### config.mk
export PLATFORM = sky130hd
export DESIGN_NAME = mem_port_arbiter_flat
export DESIGN_NICKNAME = d
export VERILOG_FILES = /design/src/rtl/mem_port_arbiter_if.sv /design/src/rtl/mem_port_arbiter.sv /design/src/flat_wrapper.sv
export SDC_FILE = /design/constraint.sdc
export NUM_CORES = 1
export LEC_CHECK = 0
export BUFFER_PORTS_ARGS = -buffer_cell sky130_fd_sc_hd__buf_2
export CORE_MARGIN = 2
export CORE_UTILIZATION = 34
export CTS_CLUSTER_SIZE = 28
export DETAILED_ROUTE_END_ITERATION = 8
export GPL_ROUTABILITY_DRIVEN = 0
export GPL_TIMING_DRIVEN = 0
export PLACE_DENSITY = 0.6
export SETUP_SLACK_MARGIN = 0.3
export SLEW_MARGIN = 20
export SYNTH_ARGS = -nofsm -noshare
export SYNTH_HDL_FRONTEND = slang
export SYNTH_SLANG_ARGS = --single-unit
### constraint.sdc
create_clock -name clk -period 2.9 [get_ports clk]
set_input_delay 0.58 -clock clk [delete_from_list [all_inputs] [get_ports clk]]
set_output_delay 0.58 -clock clk [all_outputs]
set_load 0.03 [all_outputs]
### src/rtl/mem_port_arbiter_if.sv
// Bundle of the two requester ports and the single-port memory bus around mem_port_arbiter.
// The slave modport is the arbiter's view; master is the combined requester/memory side.
interface mem_port_arbiter_if #(
    parameter int ADDR_W = 32
);
    logic              r0_req;
    logic              r0_we;
    logic [ADDR_W-1:0] r0_addr;
    logic [31:0]       r0_wdata;
    logic              r0_gnt;
    logic              r0_ack;
    logic [31:0]       r0_rdata;

    logic              r1_req;
    logic              r1_we;
    logic [ADDR_W-1:0] r1_addr;
    logic [31:0]       r1_wdata;
    logic              r1_gnt;
    logic              r1_ack;
    logic [31:0]       r1_rdata;

    logic [ADDR_W-1:0] mem_address;
    logic [31:0]       mem_wrdata;
    logic              mem_wr;
    logic [31:0]       mem_rddata;
    logic              err;

    modport slave (
        input  r0_req, r0_we, r0_addr, r0_wdata,
        input  r1_req, r1_we, r1_addr, r1_wdata,
        input  mem_rddata,
        output r0_gnt, r0_ack, r0_rdata,
        output r1_gnt, r1_ack, r1_rdata,
        output mem_address, mem_wrdata, mem_wr, err
    );

    modport master (
        output r0_req, r0_we, r0_addr, r0_wdata,
        output r1_req, r1_we, r1_addr, r1_wdata,
        output mem_rddata,
        input  r0_gnt, r0_ack, r0_rdata,
        input  r1_gnt, r1_ack, r1_rdata,
        input  mem_address, mem_wrdata, mem_wr, err
    );
endinterface

### src/rtl/mem_port_arbiter.sv
// Two-requester arbiter/sequencer for a single-port word memory (IDLE -> ACCESS -> DONE).
// Define MEM_PORT_ARBITER_FIXED_PRIO_EN for fixed r0 priority instead of round-robin.
module mem_port_arbiter #(
    parameter int ADDR_W = 32,
    parameter int DEPTH  = 128
) (
    input  logic               clk,
    input  logic               rst_n,
    mem_port_arbiter_if.slave  bus
);
    typedef enum logic [1:0] {
        IDLE   = 2'd0,
        ACCESS = 2'd1,
        DONE   = 2'd2
    } state_t;

    state_t            state_q, state_d;
    logic [ADDR_W-1:0] addr_q, addr_d;
    logic [31:0]       wdata_q, wdata_d;
    logic              we_q, we_d;
    logic              id_q, id_d;
    logic              oor_q, oor_d;
    logic [31:0]       r0_rdata_q, r0_rdata_d;
    logic [31:0]       r1_rdata_q, r1_rdata_d;
`ifndef MEM_PORT_ARBITER_FIXED_PRIO_EN
    logic              last_q, last_d;
`endif

    logic              any_req;
    logic              win;
    logic [ADDR_W-1:0] sel_addr;
    logic [31:0]       rd_word;

    assign any_req = bus.r0_req | bus.r1_req;

    // Winner select: 0 = r0, 1 = r1.
    always_comb begin
        win = 1'b0;
`ifdef MEM_PORT_ARBITER_FIXED_PRIO_EN
        win = ~bus.r0_req;
`else
        if (bus.r0_req && bus.r1_req) begin
            win = ~last_q;
        end else begin
            win = bus.r1_req;
        end
`endif
    end

    assign sel_addr = win ? bus.r1_addr : bus.r0_addr;
    // Out-of-range reads return zero rather than whatever the memory aliases to.
    assign rd_word  = oor_q ? 32'd0 : bus.mem_rddata;

    // State register plus captured transaction.
    always_ff @(posedge clk or negedge rst_n) begin
        if (!rst_n) begin
            state_q    <= IDLE;
            addr_q     <= '0;
            wdata_q    <= '0;
            we_q       <= 1'b0;
            id_q       <= 1'b0;
            oor_q      <= 1'b0;
            r0_rdata_q <= '0;
            r1_rdata_q <= '0;
`ifndef MEM_PORT_ARBITER_FIXED_PRIO_EN
            last_q     <= 1'b1;
`endif
        end else begin
            state_q    <= state_d;
            addr_q     <= addr_d;
            wdata_q    <= wdata_d;
            we_q       <= we_d;
            id_q       <= id_d;
            oor_q      <= oor_d;
            r0_rdata_q <= r0_rdata_d;
            r1_rdata_q <= r1_rdata_d;
`ifndef MEM_PORT_ARBITER_FIXED_PRIO_EN
            last_q     <= last_d;
`endif
        end
    end

    // Next-state and capture logic.
    always_comb begin
        state_d    = state_q;
        addr_d     = addr_q;
        wdata_d    = wdata_q;
        we_d       = we_q;
        id_d       = id_q;
        oor_d      = oor_q;
        r0_rdata_d = r0_rdata_q;
        r1_rdata_d = r1_rdata_q;
`ifndef MEM_PORT_ARBITER_FIXED_PRIO_EN
        last_d     = last_q;
`endif
        case (state_q)
            IDLE: begin
                if (any_req) begin
                    state_d = ACCESS;
                    addr_d  = sel_addr;
                    wdata_d = win ? bus.r1_wdata : bus.r0_wdata;
                    we_d    = win ? bus.r1_we : bus.r0_we;
                    id_d    = win;
                    oor_d   = (sel_addr >= ADDR_W'(DEPTH));
`ifndef MEM_PORT_ARBITER_FIXED_PRIO_EN
                    last_d  = win;
`endif
                end
            end
            ACCESS: begin
                state_d = DONE;
                if (!we_q) begin
                    if (id_q) begin
                        r1_rdata_d = rd_word;
                    end else begin
                        r0_rdata_d = rd_word;
                    end
                end
            end
            DONE: begin
                state_d = IDLE;
            end
            default: begin
                state_d = IDLE;
            end
        endcase
    end

    // Outputs decode straight from state so reset clears them without waiting for an edge.
    always_comb begin
        bus.mem_address = '0;
        bus.mem_wrdata  = '0;
        bus.mem_wr      = 1'b0;
        bus.r0_gnt      = 1'b0;
        bus.r1_gnt      = 1'b0;
        bus.r0_ack      = 1'b0;
        bus.r1_ack      = 1'b0;
        bus.err         = 1'b0;
        bus.r0_rdata    = r0_rdata_q;
        bus.r1_rdata    = r1_rdata_q;
        case (state_q)
            ACCESS: begin
                bus.mem_address = addr_q;
                bus.mem_wrdata  = wdata_q;
                bus.mem_wr      = we_q & ~oor_q;
                bus.r0_gnt      = ~id_q;
                bus.r1_gnt      = id_q;
            end
            DONE: begin
                bus.r0_gnt = ~id_q;
                bus.r1_gnt = id_q;
                bus.r0_ack = ~id_q;
                bus.r1_ack = id_q;
                bus.err    = oor_q;
            end
            default: begin
            end
        endcase
    end

    a_ack_onehot: assert property (@(posedge clk) disable iff (!rst_n)
        !(bus.r0_ack && bus.r1_ack));
    a_wr_in_access: assert property (@(posedge clk) disable iff (!rst_n)
        bus.mem_wr |-> (state_q == ACCESS));
endmodule

### src/flat_wrapper.sv
// flat-port wrapper written by rule: the top's interface ports become plain ports
module mem_port_arbiter_flat 
#(
    parameter int ADDR_W = 32,
    parameter int DEPTH  = 128
)
  (clk, rst_n, bus_r0_req, bus_r0_we, bus_r0_addr, bus_r0_wdata, bus_r1_req, bus_r1_we, bus_r1_addr, bus_r1_wdata, bus_mem_rddata, bus_r0_gnt, bus_r0_ack, bus_r0_rdata, bus_r1_gnt, bus_r1_ack, bus_r1_rdata, bus_mem_address, bus_mem_wrdata, bus_mem_wr, bus_err);
  mem_port_arbiter_if #(.ADDR_W(ADDR_W)) bus_i ();
  input  logic clk;
  input  logic rst_n;
  input wire logic [$bits(bus_i.r0_req)-1:0] bus_r0_req;
  input wire logic [$bits(bus_i.r0_we)-1:0] bus_r0_we;
  input wire logic [$bits(bus_i.r0_addr)-1:0] bus_r0_addr;
  input wire logic [$bits(bus_i.r0_wdata)-1:0] bus_r0_wdata;
  input wire logic [$bits(bus_i.r1_req)-1:0] bus_r1_req;
  input wire logic [$bits(bus_i.r1_we)-1:0] bus_r1_we;
  input wire logic [$bits(bus_i.r1_addr)-1:0] bus_r1_addr;
  input wire logic [$bits(bus_i.r1_wdata)-1:0] bus_r1_wdata;
  input wire logic [$bits(bus_i.mem_rddata)-1:0] bus_mem_rddata;
  output wire logic [$bits(bus_i.r0_gnt)-1:0] bus_r0_gnt;
  output wire logic [$bits(bus_i.r0_ack)-1:0] bus_r0_ack;
  output wire logic [$bits(bus_i.r0_rdata)-1:0] bus_r0_rdata;
  output wire logic [$bits(bus_i.r1_gnt)-1:0] bus_r1_gnt;
  output wire logic [$bits(bus_i.r1_ack)-1:0] bus_r1_ack;
  output wire logic [$bits(bus_i.r1_rdata)-1:0] bus_r1_rdata;
  output wire logic [$bits(bus_i.mem_address)-1:0] bus_mem_address;
  output wire logic [$bits(bus_i.mem_wrdata)-1:0] bus_mem_wrdata;
  output wire logic [$bits(bus_i.mem_wr)-1:0] bus_mem_wr;
  output wire logic [$bits(bus_i.err)-1:0] bus_err;
  assign bus_i.r0_req = bus_r0_req;
  assign bus_i.r0_we = bus_r0_we;
  assign bus_i.r0_addr = bus_r0_addr;
  assign bus_i.r0_wdata = bus_r0_wdata;
  assign bus_i.r1_req = bus_r1_req;
  assign bus_i.r1_we = bus_r1_we;
  assign bus_i.r1_addr = bus_r1_addr;
  assign bus_i.r1_wdata = bus_r1_wdata;
  assign bus_i.mem_rddata = bus_mem_rddata;
  assign bus_r0_gnt = bus_i.r0_gnt;
  assign bus_r0_ack = bus_i.r0_ack;
  assign bus_r0_rdata = bus_i.r0_rdata;
  assign bus_r1_gnt = bus_i.r1_gnt;
  assign bus_r1_ack = bus_i.r1_ack;
  assign bus_r1_rdata = bus_i.r1_rdata;
  assign bus_mem_address = bus_i.mem_address;
  assign bus_mem_wrdata = bus_i.mem_wrdata;
  assign bus_mem_wr = bus_i.mem_wr;
  assign bus_err = bus_i.err;
  mem_port_arbiter #(.ADDR_W(ADDR_W), .DEPTH(DEPTH)) u_core (.clk(clk), .rst_n(rst_n), .bus(bus_i));
endmodule
==> results.sh <==
export IMPL_status="finished with violations"
export IMPL_violations="DRC"
export IMPL_whs_ns=0.111
export IMPL_drtAntennaViolNets=0
export IMPL_cp_end_kind="output port"
export IMPL_first_pass_iters=9
export IMPL_fin_skew_ns=0.0116
export IMPL_io_pins=300
export IMPL_place_inst=1176
export IMPL_grt_pass1_vias=5771
export IMPL_hold_violations=0
export IMPL_final_layout_size_suffix_gt1_share_pct=36.6
export IMPL_cap_violations=0
export IMPL_vias_per_cell=4.74
export IMPL_yosysWarnings=0
export IMPL_postPlaceCellArea_sq_um=8110
export IMPL_initial_utilization_pct=34.8
export IMPL_leakage_uw=0.00450
export IMPL_fin_crit_sh_pct=85.4
export IMPL_drtIter0Drc=268
export IMPL_tightestPinTransition_ns=0.610
export IMPL_syn_nets=816
export IMPL_slew_violations=0
export IMPL_critPathMaxFanout=10
export IMPL_ctsHtreeMaxLevel=4
export IMPL_rr_startpoint="u_core.state_q[0]"
export IMPL_yosysUniqueCellTypes=29
export IMPL_setup_viol=0
export IMPL_grt_pass1_wl_microns=31200
export IMPL_nets=1135
export IMPL_cts_tree="done"
export IMPL_fp_dieArea_sq_um=19600
export IMPL_timing_rr_end="u_core.wdata_q[12]"
export IMPL_utilization_pct=48.1
export IMPL_ys_ff_latch=134
export IMPL_cts_buffers=17
export IMPL_grt_overflow_total=0
export IMPL_ctsResizeCount=7
export IMPL_drt_total_wl_microns=20000
export IMPL_placementRows=49
export IMPL_area_delta_synth_final_pct=38.3
export IMPL_r2r_cells=6
export IMPL_antenna_found_initial=1
export IMPL_cp_required_ns=2.32
export IMPL_syn_avg_cell_area_sq_um=9.73
export IMPL_final_common_cell="buf_2"
export IMPL_final_cell_mix="buf_2, nand2_1, dfrtp_1, o21ai_0, and2_1"
export IMPL_grt_use_total_pct=20.4
export IMPL_worstPathArrival_ns=1.90
export IMPL_io_buffers=299
export IMPL_fin_setup_tns_ns=0
export IMPL_max_vdd_ir_drop_uv=421
export IMPL_worst_r2r_setup_slack_ns=0.94
export IMPL_wl_per_cell_microns=16.6
export IMPL_hp_class="input pin to asynchronous set/reset pin"
export IMPL_post_dp_hpwl_microns=15600
export IMPL_coreArea_sq_um=18100
export IMPL_grt_max_degree=77
export IMPL_fin_cells=1209
export IMPL_syn_cell_area_sq_um=6290
export IMPL_synthCells=647
export IMPL_slew_headroom_pct=59.3
export IMPL_fp_dieW_microns=140
export IMPL_start_kind="flip-flop"
export IMPL_clockBufferDepth=2
export IMPL_vias=5729
export IMPL_p_per_area_nw_per_um2=1020
export IMPL_seq_area_frac_synth_pct=53.3
export IMPL_rsz0062_at_grt="false"
export IMPL_clkSinkCount=134
export IMPL_fin_area_sq_um=8700
export IMPL_drc=22
export IMPL_fin_crit_ns=2.48
export IMPL_cts_root_buf="clkbuf_16"
export IMPL_crit_type="flip-flop to output port"
export IMPL_ctsHoldBuffers=0
export IMPL_cts_setup_buffers=0
export IMPL_die_y_microns=140
export IMPL_clkTransAtPathRegs_ns=0.06
export IMPL_n_fill_cell=1760
export IMPL_fmax_ghz=0.404
export IMPL_insertion_delay_ns=0.42
-- worst max-delay path, cell delays in order (launching register included) --
cell,delay [ns]
dfrtp_1,0.38
inv_1,0.10
ha_2,0.24
buf_1,0.30
and2_1,0.24
buf_2,0.22
-- logic make-up (layout without fill, tap and decap cells) --
logic type	count (synthesis)	in the layout	synth area share, %
other cells	0	1	0
mux	65	65	10.3
buf+inv	47	379	4.22
compound gates	137	137	11.2
simple gates	261	261	20.3
flops	134	134	53.3
fa+ha+maj	3	3	0.597
-- worst max path at each step --
stage / startpoint / to / slack, ns / depth (start not counted)
finish: u_core.state_q[1] / bus_mem_address[4] / 0.42 / 5
global route: u_core.state_q[1] / bus_mem_address[4] / 0.30 / 5
CTS: u_core.state_q[1] / bus_mem_address[19] / 0.30 / 6
detailed placement: u_core.state_q[1] / bus_mem_wrdata[18] / 0.36 / 6
global placement: rst_n / u_core.wdata_q[14] / -0.75 / 1
floorplan: u_core.state_q[1] / bus_mem_address[14] / 0.93 / 5
-- metal layers --
metal,vias to the layer above,track usage [%],wire (microns)
li1,2804,-,-
met1,2666,26.1,8670
met2,235,34.0,9530
met3,24,5.71,1500
met4,0,5.74,332
met5,-,0,0
-- metrics by stage --
| stage | setup WS (ns) | total power (uW) |
|---|---|---|
| after floorplan | 0.935 | 5460 |
| after global placement | -0.745 | 6750 |
| after detailed placement | 0.361 | 6810 |
| after CTS | 0.301 | 8930 |
| after global routing | 0.300 | 9410 |
| final | 0.424 | 8840 |
-- cell type report --
type	instances	area [sq um]	share of cell area (%)
plain buffers	45	279	3.21
repair buffers	300	1530	17.6
multi-input cells	466	2680	30.7
inverters	2	7.51	0.0863
diodes	1	2.50	0.0288
clock inverters	15	139	1.60
well taps	229	287	3.29
flip-flops and latches	134	3350	38.5
clock buffers	17	425	4.89
-- synth_stat cells, drive strengths merged --
master	instances	area [sq um]
nand2	135	507
dfrtp	133	3330
o21ai	131	659
and2	67	419
mux2i	65	651
nand2b	32	200
clkbuf	29	109
buf	16	149
nor4	10	62.6
nor2	6	22.5
nand4	4	25.0
ha	3	37.5
nor3	3	15.0
a21boi	2	18.8
inv	2	7.51
nor2b	2	12.5
a211oi	1	7.51
a21oi	1	5.00
a31oi	1	6.26
dfstp	1	26.3
nand3b	1	7.51
o21a	1	7.51
or3b	1	8.76
-- report_power, final --
part           switching (uW)  leakage [uW]  internal (uW)  total, uW
Combinational            2650       0.00249           1210       3860
Sequential                347       0.00173           2570       2910
Clock                     940      0.000270           1130       2070
Total                    3940       0.00450           4910       8840
-- state kept, by name, summed over array words and instances, names as in the netlist --
signal,cells
u_core.last_q,1
u_core.bus.r1_rdata,32
u_core.oor_q,1
u_core.we_q,1
u_core.addr_q,32
u_core.wdata_q,32
u_core.bus.r0_rdata,32
u_core.state_q,2
u_core.id_q,1
Note: power is estimated with default switching activity, not from simulation.
